**src/rtl/imem_loader_pkg.sv**
```systemverilog
// imem_loader_pkg: shared types and constants for the instruction memory loader.
//   state_e        - loader FSM states
//   BYTES_PER_WORD - bytes packed into one instruction word
//   WORD_W         - instruction word width
package imem_loader_pkg;

    typedef enum logic [2:0] {
        IDLE,
        RECV,
        WRITE,
        CHECK,
        DONE
    } state_e;

    localparam int BYTES_PER_WORD = 4;
    localparam int WORD_W         = 32;

endpackage

```
**src/rtl/imem_loader_word_packer.sv**
```systemverilog
// word_packer: shifts bytes into a big-endian word and flags the byte that completes it.
//   clk_i, rst_i   - clock, asynchronous active-high reset
//   clr_i          - restart the byte counter for a new load
//   shift_i        - accept byte_i this cycle
//   byte_i         - incoming byte
//   word_o         - packed word, first byte of the group in the top bits
//   word_full_o    - high while the last byte of a word is being shifted in
module word_packer
    import imem_loader_pkg::*;
(
    input  logic              clk_i,
    input  logic              rst_i,
    input  logic              clr_i,
    input  logic              shift_i,
    input  logic [7:0]        byte_i,
    output logic [WORD_W-1:0] word_o,
    output logic              word_full_o
);

    localparam int CNT_W = $clog2(BYTES_PER_WORD);

    logic [WORD_W-1:0] word_q, word_d;
    logic [CNT_W-1:0]  cnt_q, cnt_d;

    always_comb begin
        word_d = shift_i ? {word_q[WORD_W-9:0], byte_i} : word_q;
        cnt_d  = clr_i ? '0 : shift_i ? cnt_q + 1'b1 : cnt_q;
    end

    always_ff @(posedge clk_i or posedge rst_i) begin
        if (rst_i) begin
            word_q <= '0;
            cnt_q  <= '0;
        end else begin
            word_q <= word_d;
            cnt_q  <= cnt_d;
        end
    end

    assign word_o      = word_q;
    assign word_full_o = shift_i && (cnt_q == CNT_W'(BYTES_PER_WORD - 1));

endmodule

```
**src/rtl/imem_loader.sv**
```systemverilog
// imem_loader: packs a byte stream into 32-bit big-endian words and writes them to
// instruction memory from address 0, holding the CPU in reset until a load succeeds.
// Optional trailing XOR checksum byte: define IMEM_LOADER_CHECKSUM_EN.
//   clk_i, rst_i          - clock, asynchronous active-high reset
//   start_i, word_count_i - load request and number of words (latched in IDLE)
//   in_data_i, in_valid_i, in_ready_o - byte stream handshake
//   mem_we_o, mem_addr_o, mem_wdata_o - instruction memory write port
//   cpu_rst_o             - CPU reset, released after a successful load
//   busy_o, done_o, err_o - status: not idle, end-of-load pulse, checksum mismatch
module imem_loader
    import imem_loader_pkg::*;
#(
    parameter int ADDR_W = 6
) (
    input  logic              clk_i,
    input  logic              rst_i,
    input  logic              start_i,
    input  logic [ADDR_W:0]   word_count_i,
    input  logic [7:0]        in_data_i,
    input  logic              in_valid_i,
    output logic              in_ready_o,
    output logic              mem_we_o,
    output logic [ADDR_W-1:0] mem_addr_o,
    output logic [WORD_W-1:0] mem_wdata_o,
    output logic              cpu_rst_o,
    output logic              busy_o,
    output logic              done_o,
    output logic              err_o
);

`ifdef IMEM_LOADER_CHECKSUM_EN
    localparam state_e LAST = CHECK;
`else
    localparam state_e LAST = DONE;
`endif

    state_e          state_q, state_d;
    logic [ADDR_W:0] cnt_q, cnt_d, idx_q, idx_d;
    logic            cpu_rst_q, cpu_rst_d, err_q, err_d;
    logic            clr, xfer, shift_en, word_full;

    assign in_ready_o = (state_q == RECV) || (state_q == CHECK);
    assign xfer       = in_valid_i && in_ready_o;
    assign shift_en   = xfer && (state_q == RECV);
    assign clr        = (state_q == IDLE) && start_i;

    word_packer u_packer (
        .clk_i       (clk_i),
        .rst_i       (rst_i),
        .clr_i       (clr),
        .shift_i     (shift_en),
        .byte_i      (in_data_i),
        .word_o      (mem_wdata_o),
        .word_full_o (word_full)
    );

`ifdef IMEM_LOADER_CHECKSUM_EN
    logic [7:0] csum_q, csum_d;

    assign csum_d = clr ? 8'h00 : shift_en ? csum_q ^ in_data_i : csum_q;

    always_ff @(posedge clk_i or posedge rst_i) begin
        if (rst_i) csum_q <= 8'h00;
        else       csum_q <= csum_d;
    end
`endif

    always_comb begin
        state_d   = state_q;
        cnt_d     = cnt_q;
        idx_d     = idx_q;
        cpu_rst_d = cpu_rst_q;
        err_d     = err_q;
        case (state_q)
            IDLE: if (start_i) begin
                cnt_d     = word_count_i;
                idx_d     = '0;
                err_d     = 1'b0;
                cpu_rst_d = 1'b1;
                state_d   = (word_count_i == '0) ? DONE : RECV;
            end
            RECV: state_d = word_full ? WRITE : RECV;
            WRITE: begin
                // idx is one bit wider than the address so a full-depth load terminates
                idx_d   = idx_q + 1'b1;
                state_d = (idx_d == cnt_q) ? LAST : RECV;
            end
`ifdef IMEM_LOADER_CHECKSUM_EN
            CHECK: if (xfer) begin
                err_d   = in_data_i != csum_q;
                state_d = DONE;
            end
`endif
            DONE: begin
                // a failed checksum keeps the CPU parked until the next load
                cpu_rst_d = err_q;
                state_d   = IDLE;
            end
            default: state_d = IDLE;
        endcase
    end

    always_ff @(posedge clk_i or posedge rst_i) begin
        if (rst_i) begin
            state_q   <= IDLE;
            cnt_q     <= '0;
            idx_q     <= '0;
            cpu_rst_q <= 1'b1;
            err_q     <= 1'b0;
        end else begin
            state_q   <= state_d;
            cnt_q     <= cnt_d;
            idx_q     <= idx_d;
            cpu_rst_q <= cpu_rst_d;
            err_q     <= err_d;
        end
    end

    assign mem_we_o   = state_q == WRITE;
    assign mem_addr_o = idx_q[ADDR_W-1:0];
    assign cpu_rst_o  = cpu_rst_q;
    assign busy_o     = state_q != IDLE;
    assign done_o     = state_q == DONE;
    assign err_o      = err_q;

endmodule

```
**config.mk**
```make
export PLATFORM = sky130hd
export DESIGN_NAME = imem_loader
export DESIGN_NICKNAME = d
export VERILOG_FILES = /design/src/rtl/imem_loader_pkg.sv /design/src/rtl/imem_loader_word_packer.sv /design/src/rtl/imem_loader.sv
export SDC_FILE = /design/constraint.sdc
export NUM_CORES = 1
export LEC_CHECK = 0
export BUFFER_PORTS_ARGS = -buffer_cell sky130_fd_sc_hd__buf_2
export CAP_MARGIN = 20
export CORE_MARGIN = 10
export CORE_UTILIZATION = 54
export CTS_BUF_LIST = sky130_fd_sc_hd__clkbuf_4
export CTS_CLUSTER_SIZE = 14
export DETAILED_ROUTE_END_ITERATION = 12
export PLACE_DENSITY = 0.94
export SYNTH_ARGS = -nofsm -noshare
export SYNTH_HDL_FRONTEND = slang
export SYNTH_SLANG_ARGS = --single-unit
```
**constraint.sdc**
```tcl
create_clock -name clk_i -period 2.3 [get_ports clk_i]
set_input_delay 0.115 -clock clk_i [delete_from_list [all_inputs] [get_ports clk_i]]
set_output_delay 0.115 -clock clk_i [all_outputs]
set_load 0.01 [all_outputs]
```
### Yosys cells after proc, flatten, opt, wreduce, memory -nomap -nowiden

Index checks and enable logic that the tools add are counted.

* add/sub/neg operators: 2
* equal/unequal tests: 7
* muxes and demuxes: 11
* reductions and logical operators: 14

Operators by type and width (count)
* case mux 7 bit (2 select lines): 1
* two-way mux 3 bit: 3
* case mux 3 bit (3 select lines): 1
* adder 7 x 1 -> 7 bit (second input constant): 1
* equality test 7 bit: 1
* logical NOT 7 bit: 1
* two-way mux 7 bit: 1
* equality test 3 x 2 -> 1 bit (second input constant): 2
* two-way mux 2 bit: 3
* AND reduction 2 bit: 3
* nonzero test 2 bit: 3
* logical AND 1 bit: 4
* equality test 3 x 1 -> 1 bit (second input constant): 1
* equality test 3 bit (second input constant): 1
* logical NOT 3 bit: 1
* nonzero test 3 bit: 1
* adder 2 x 1 -> 2 bit (second input constant): 1
* equality test 2 bit (second input constant): 1
* inequality test 2 bit (second input constant): 1
* case mux 1 bit (2 select lines): 1
* logical OR 1 bit: 1
* two-way mux 1 bit: 1

* register bits: 52
* input bits: 19
* output and inout bits: 44
* logic and storage cells: 40

### Logic depth before layout (Yosys ltp)

* word-level depth: 7
* depth in mapped cells: 8
* mapped depth without buffers: 7

### Cells and area by module

From an unflattened synthesis, not the netlist that was laid out.

* cells, all modules: 179
* area total of the unflattened synthesis: 2453.6 um2

Modules (own cells, without submodules)
* word_packer: instances 1, cells each 77, area an instance 1432.6 um2
* imem_loader: instances 1, cells each 102, area an instance 1021.0 um2

### Worst setup path before layout

OpenSTA, ideal clock, no wires.

* path kind: register to register
* start point: reg state_q[2]
* end point: reg cnt_q[0]
* arrival time: 1539 ps
* slack: 633 ps
* cell stages (with the launch flop): 5
* clock period less this slack: 1667 ps
* cell sequence: dfrtp_1 or3_1 nor2_4 buf_4 mux2_1

* longest elaborated chain between the ends: 2

Ends and longest elaborated chain
* start: declaration: line imem_loader.sv:37 `state_e state_q, state_d;`
* start signal: assignment: line imem_loader.sv:111 `state_q <= state_d;`
* logical NOT 3 bit: line imem_loader.sv:74 `case (state_q)`
* AND reduction 2 bit (no source line)
* end signal: assignment: line imem_loader.sv:112 `cnt_q <= cnt_d;`
* end: declaration: line imem_loader.sv:38 `logic [ADDR_W:0] cnt_q, cnt_d, idx_q, idx_d;`

No other way between the ends.
A chain may end at the register's enable or synchronous reset.

### Final worst setup path

* start point: reg idx_q[0]
* end point: reg state_q[2]

* longest elaborated chain between the ends: 4

Ends and longest elaborated chain
* start: declaration: line imem_loader.sv:38
* start signal: assignment: line imem_loader.sv:113 `idx_q <= idx_d;`
* adder 7 x 1 -> 7 bit: line imem_loader.sv:85 `idx_d = idx_q + 1'b1;`
* equality test 7 bit: line imem_loader.sv:86 `state_d = (idx_d == cnt_q) ? LAST : RECV;`
* two-way mux 3 bit: line imem_loader.sv:86
* case mux 3 bit (3 select lines): line imem_loader.sv:74

No other way between the ends.

==> impl_metrics.env <==
export IMPL_status="finished clean"
export IMPL_met2_usage_pct=22.7
export IMPL_wire_per_inst_um=15.9
export IMPL_globalRoute_totalOverflow=0
export IMPL_clk_insertion_delay_late_ns=0.35
export IMPL_first_pass_grt_wire_length_mm=8.38
export IMPL_r2r_end="state_q[2]"
export IMPL_timing_final_crit_share_pct=80.3
export IMPL_tightest_slew_ns=0.641
export IMPL_core_area_um2=4090
export IMPL_final_core_util_pct=69.4
export IMPL_drc=0
export IMPL_grtUsageMet3_pct=8.61
export IMPL_ir_worst_vdd_uv=919
export IMPL_initial_utilization_pct=57.0
export IMPL_netlist_area_um2=2330
export IMPL_crit_chain="ha_1, xnor2_1, o211ai_1, a211oi_1, o211ai_2, a21oi_2, a32o_1"
export IMPL_leakage_nw=1.32
export IMPL_area_sequential_um2=1300
export IMPL_end_kind="register"
export IMPL_ioPinCount=63
export IMPL_max_buffers_root_to_sink=2
export IMPL_die_w_um=85.7
export IMPL_timing_critical_path_from_type="register"
export IMPL_setup_viol_count_final=0
export IMPL_multiInputGateArea_um2=920
export IMPL_fp_dieArea_um2=7340
export IMPL_cell_type_contributing_the_most_total_cell_area_after_synthesis="sky130_fd_sc_hd__dfrtp_1"
export IMPL_synth_top_cells_by_area="sky130_fd_sc_hd__dfrtp_1, sky130_fd_sc_hd__mux2_2, sky130_fd_sc_hd__mux2_1"
export IMPL_syn_instance_count=185
export IMPL_worst_setup_hold_path_clk_slew_ns=0.13
export IMPL_cts_resized_gates=0
export IMPL_synth_edff_count=0
export IMPL_synth_area_per_cell_um2=12.6
export IMPL_mappedNetlistNets=206
export IMPL_buffer_ports_inserted=61
export IMPL_hold_path_startpoint="start_i"
export IMPL_dr_total_vias=1624
export IMPL_crit_path_max_fanout=7
export IMPL_finish_net_count=279
export IMPL_fill_cell_total_of_the_finished_layout=304
export IMPL_cp_slowest_cell="sky130_fd_sc_hd__dfrtp_1"
export IMPL_antennaDiodeCount=0
export IMPL_worst_r2r_path_depth=7
export IMPL_drt_vias_per_instance=5.27
export IMPL_clock_sink_count=52
export IMPL_chipHeight_um=85.7
export IMPL_hold_path_class="in2reg"
export IMPL_post_synth_most_frequent_cells="sky130_fd_sc_hd__dfrtp_1, sky130_fd_sc_hd__mux2_2, sky130_fd_sc_hd__nand2_1"
export IMPL_min_delay_path_depth=3
export IMPL_post_synth_top_area_fraction_pct=54.8
export IMPL_tritoncts_clock_tree="yes"
export IMPL_htreeDepth=2
export IMPL_max_slew_margin_pct=57.3
export IMPL_ys_types=41
export IMPL_synth_yosys_seq_area_share_pct=55.9
export IMPL_grt_pass1_vias=1701
export IMPL_post_synth_top_count_cell="sky130_fd_sc_hd__dfrtp_1"
export IMPL_power_density_nw_per_um2=1210
export IMPL_detail_route_wirelength_mm=4.90
export IMPL_synth_main_ff_cell="sky130_fd_sc_hd__dfrtp_1"
export IMPL_initialDrtViolationCount=92
export IMPL_synth_ff_latch_count=52
export IMPL_clock_fmax_mhz=542
export IMPL_placementRows=23
export IMPL_cts_root_buf="sky130_fd_sc_hd__clkbuf_4"
export IMPL_grtUsageMet1_pct=15.2
export IMPL_syn2layout_area_growth_pct=21.8
export IMPL_postCtsHoldBufs=14
export IMPL_worst_path_arrival_ns=2.14
export IMPL_grt_max_degree=53
export IMPL_final_hold_viol_count=0
export IMPL_finalSetupTns_ns=0
export IMPL_path_depth=7
export IMPL_critical_path_top_delay_family="compound AO/OA/AOI/OAI gates"
export IMPL_antenna_found_initial=0
export IMPL_timing_final_crit_period_ns=1.85
export IMPL_cts_setup_buffers=0
export IMPL_type_of_the_setup_path_with_the_least_slack="reg2reg"
export IMPL_timing_critical_path_slowest_cell_delay_ns=0.47
export IMPL_worst_clock_skew_ns=0.00578
export IMPL_first_pass_drt_iterations=4
export IMPL_globalplace_congestion=0.839
export IMPL_hold_path_endpoint="cpu_rst_o"
export IMPL_final_hpwl_dp_mm=3.54
export IMPL_count_of_yosys_warnings_during_synthesis=0
export IMPL_cts_buffers_inserted=5
export IMPL_max_cap_violations=0
export IMPL_timing_critical_path_required_ns=2.59
export IMPL_synth_async_reset_ratio_pct=100
export IMPL_report_final_slew_viol_count=0
export IMPL_worstReg2RegStart="idx_q[0]"
export IMPL_global_route_peak_usage_layer="met2"
export IMPL_layout_drive_gt1_share_pct=42.6
export IMPL_gr_usage_all_layers_pct=13.9
export IMPL_rsz0062_at_grt="no"
export IMPL_critical_path_n_buffers_inverters=0
export IMPL_post_detailed_route_count_of_antenna_violating_nets=0
export IMPL_reg2reg_slack_ns=0.45
-- cells by family after synthesis --
kind of cell    share of synthesized area, %
fa+ha+maj                               1.07
buf+inv                                 4.62
simple gates                            8.86
other cells                            0.161
compound gates                          7.20
flops                                   55.9
mux                                     18.8
xor+xnor                                3.38
-- metrics by stage --
step,hold WS (ns),total power (W),setup WS (ns),cells,area (um^2)
floorplan,0.232,0.00255,0.633,185,2330
CTS,0.00325,0.00348,0.471,306,2820
global placement,0.317,0.00300,0.510,285,2630
global route,0.0542,0.00372,0.275,308,2840
finish,0.0685,0.00343,0.454,308,2840
detailed placement,0.333,0.00308,0.506,285,2630
-- worst reg2reg max path: cells and delay by family, from the launching register on --
kind	cells	cell delay (ns)
compound gates	5	0.81
xor+xnor	1	0.19
fa+ha+maj	1	0.32
flops	1	0.47
-- metal layers --
metal	wire length (um)	vias to the layer above
met5	0	-
met3	591	5
met4	40	0
li1	-	787
met1	1930	776
met2	2340	56
-- area by class of cell --
class	count	area share, %
inverters	6	0.794
well taps	50	2.20
clock inverters	2	0.441
clock buffers	5	1.32
flip-flops and latches	52	45.9
multi-input cells	114	32.4
repair buffers	79	16.9
-- cell usage in the layout (no fill, tap or decap), types with 2 or more instances in the layout --
| cell | instances |
|---|---|
| sky130_fd_sc_hd__a21oi_1 | 3 |
| sky130_fd_sc_hd__and2_1 | 2 |
| sky130_fd_sc_hd__buf_2 | 61 |
| sky130_fd_sc_hd__buf_4 | 2 |
| sky130_fd_sc_hd__clkbuf_4 | 5 |
| sky130_fd_sc_hd__dfrtp_1 | 51 |
| sky130_fd_sc_hd__dlygate4sd3_1 | 16 |
| sky130_fd_sc_hd__ha_1 | 2 |
| sky130_fd_sc_hd__inv_1 | 5 |
| sky130_fd_sc_hd__mux2_1 | 6 |
| sky130_fd_sc_hd__mux2_2 | 32 |
| sky130_fd_sc_hd__nand2_1 | 12 |
| sky130_fd_sc_hd__nand3_1 | 2 |
| sky130_fd_sc_hd__nor2_1 | 8 |
| sky130_fd_sc_hd__nor3b_1 | 2 |
| sky130_fd_sc_hd__o21ai_0 | 9 |
| sky130_fd_sc_hd__o22ai_1 | 3 |
| sky130_fd_sc_hd__o31ai_1 | 2 |
| sky130_fd_sc_hd__or3_1 | 2 |
| sky130_fd_sc_hd__xnor2_1 | 6 |
| sky130_fd_sc_hd__xor2_1 | 3 |
-- report_power, final --
part           leakage, nW  switching [W]  internal [W]
registers            0.628       0.000291       0.00131
clock network       0.0271       0.000262      0.000112
logic                0.661       0.000690      0.000756
-- worst max path at each step --
stage | start | endpoint | slack (ns)
2_1_floorplan | state_q[2] | cnt_q[0] | 0.63
3_3_place_gp | idx_q[0] | state_q[0] | 0.51
3_5_place_dp | state_q[2] | idx_q[2] | 0.51
4_1_cts | idx_q[0] | state_q[2] | 0.47
5_1_grt | idx_q[0] | state_q[2] | 0.27
6_report | idx_q[0] | state_q[2] | 0.45
-- registers in the layout, summed over array words and instances, names as in the netlist --
| name | count |
|---|---|
| cpu_rst_o | 1 |
| state_q | 3 |
| u_packer.word_o | 32 |
| idx_q | 7 |
| u_packer.cnt_q | 2 |
| cnt_q | 7 |
(Power assumes the default switching activity.)
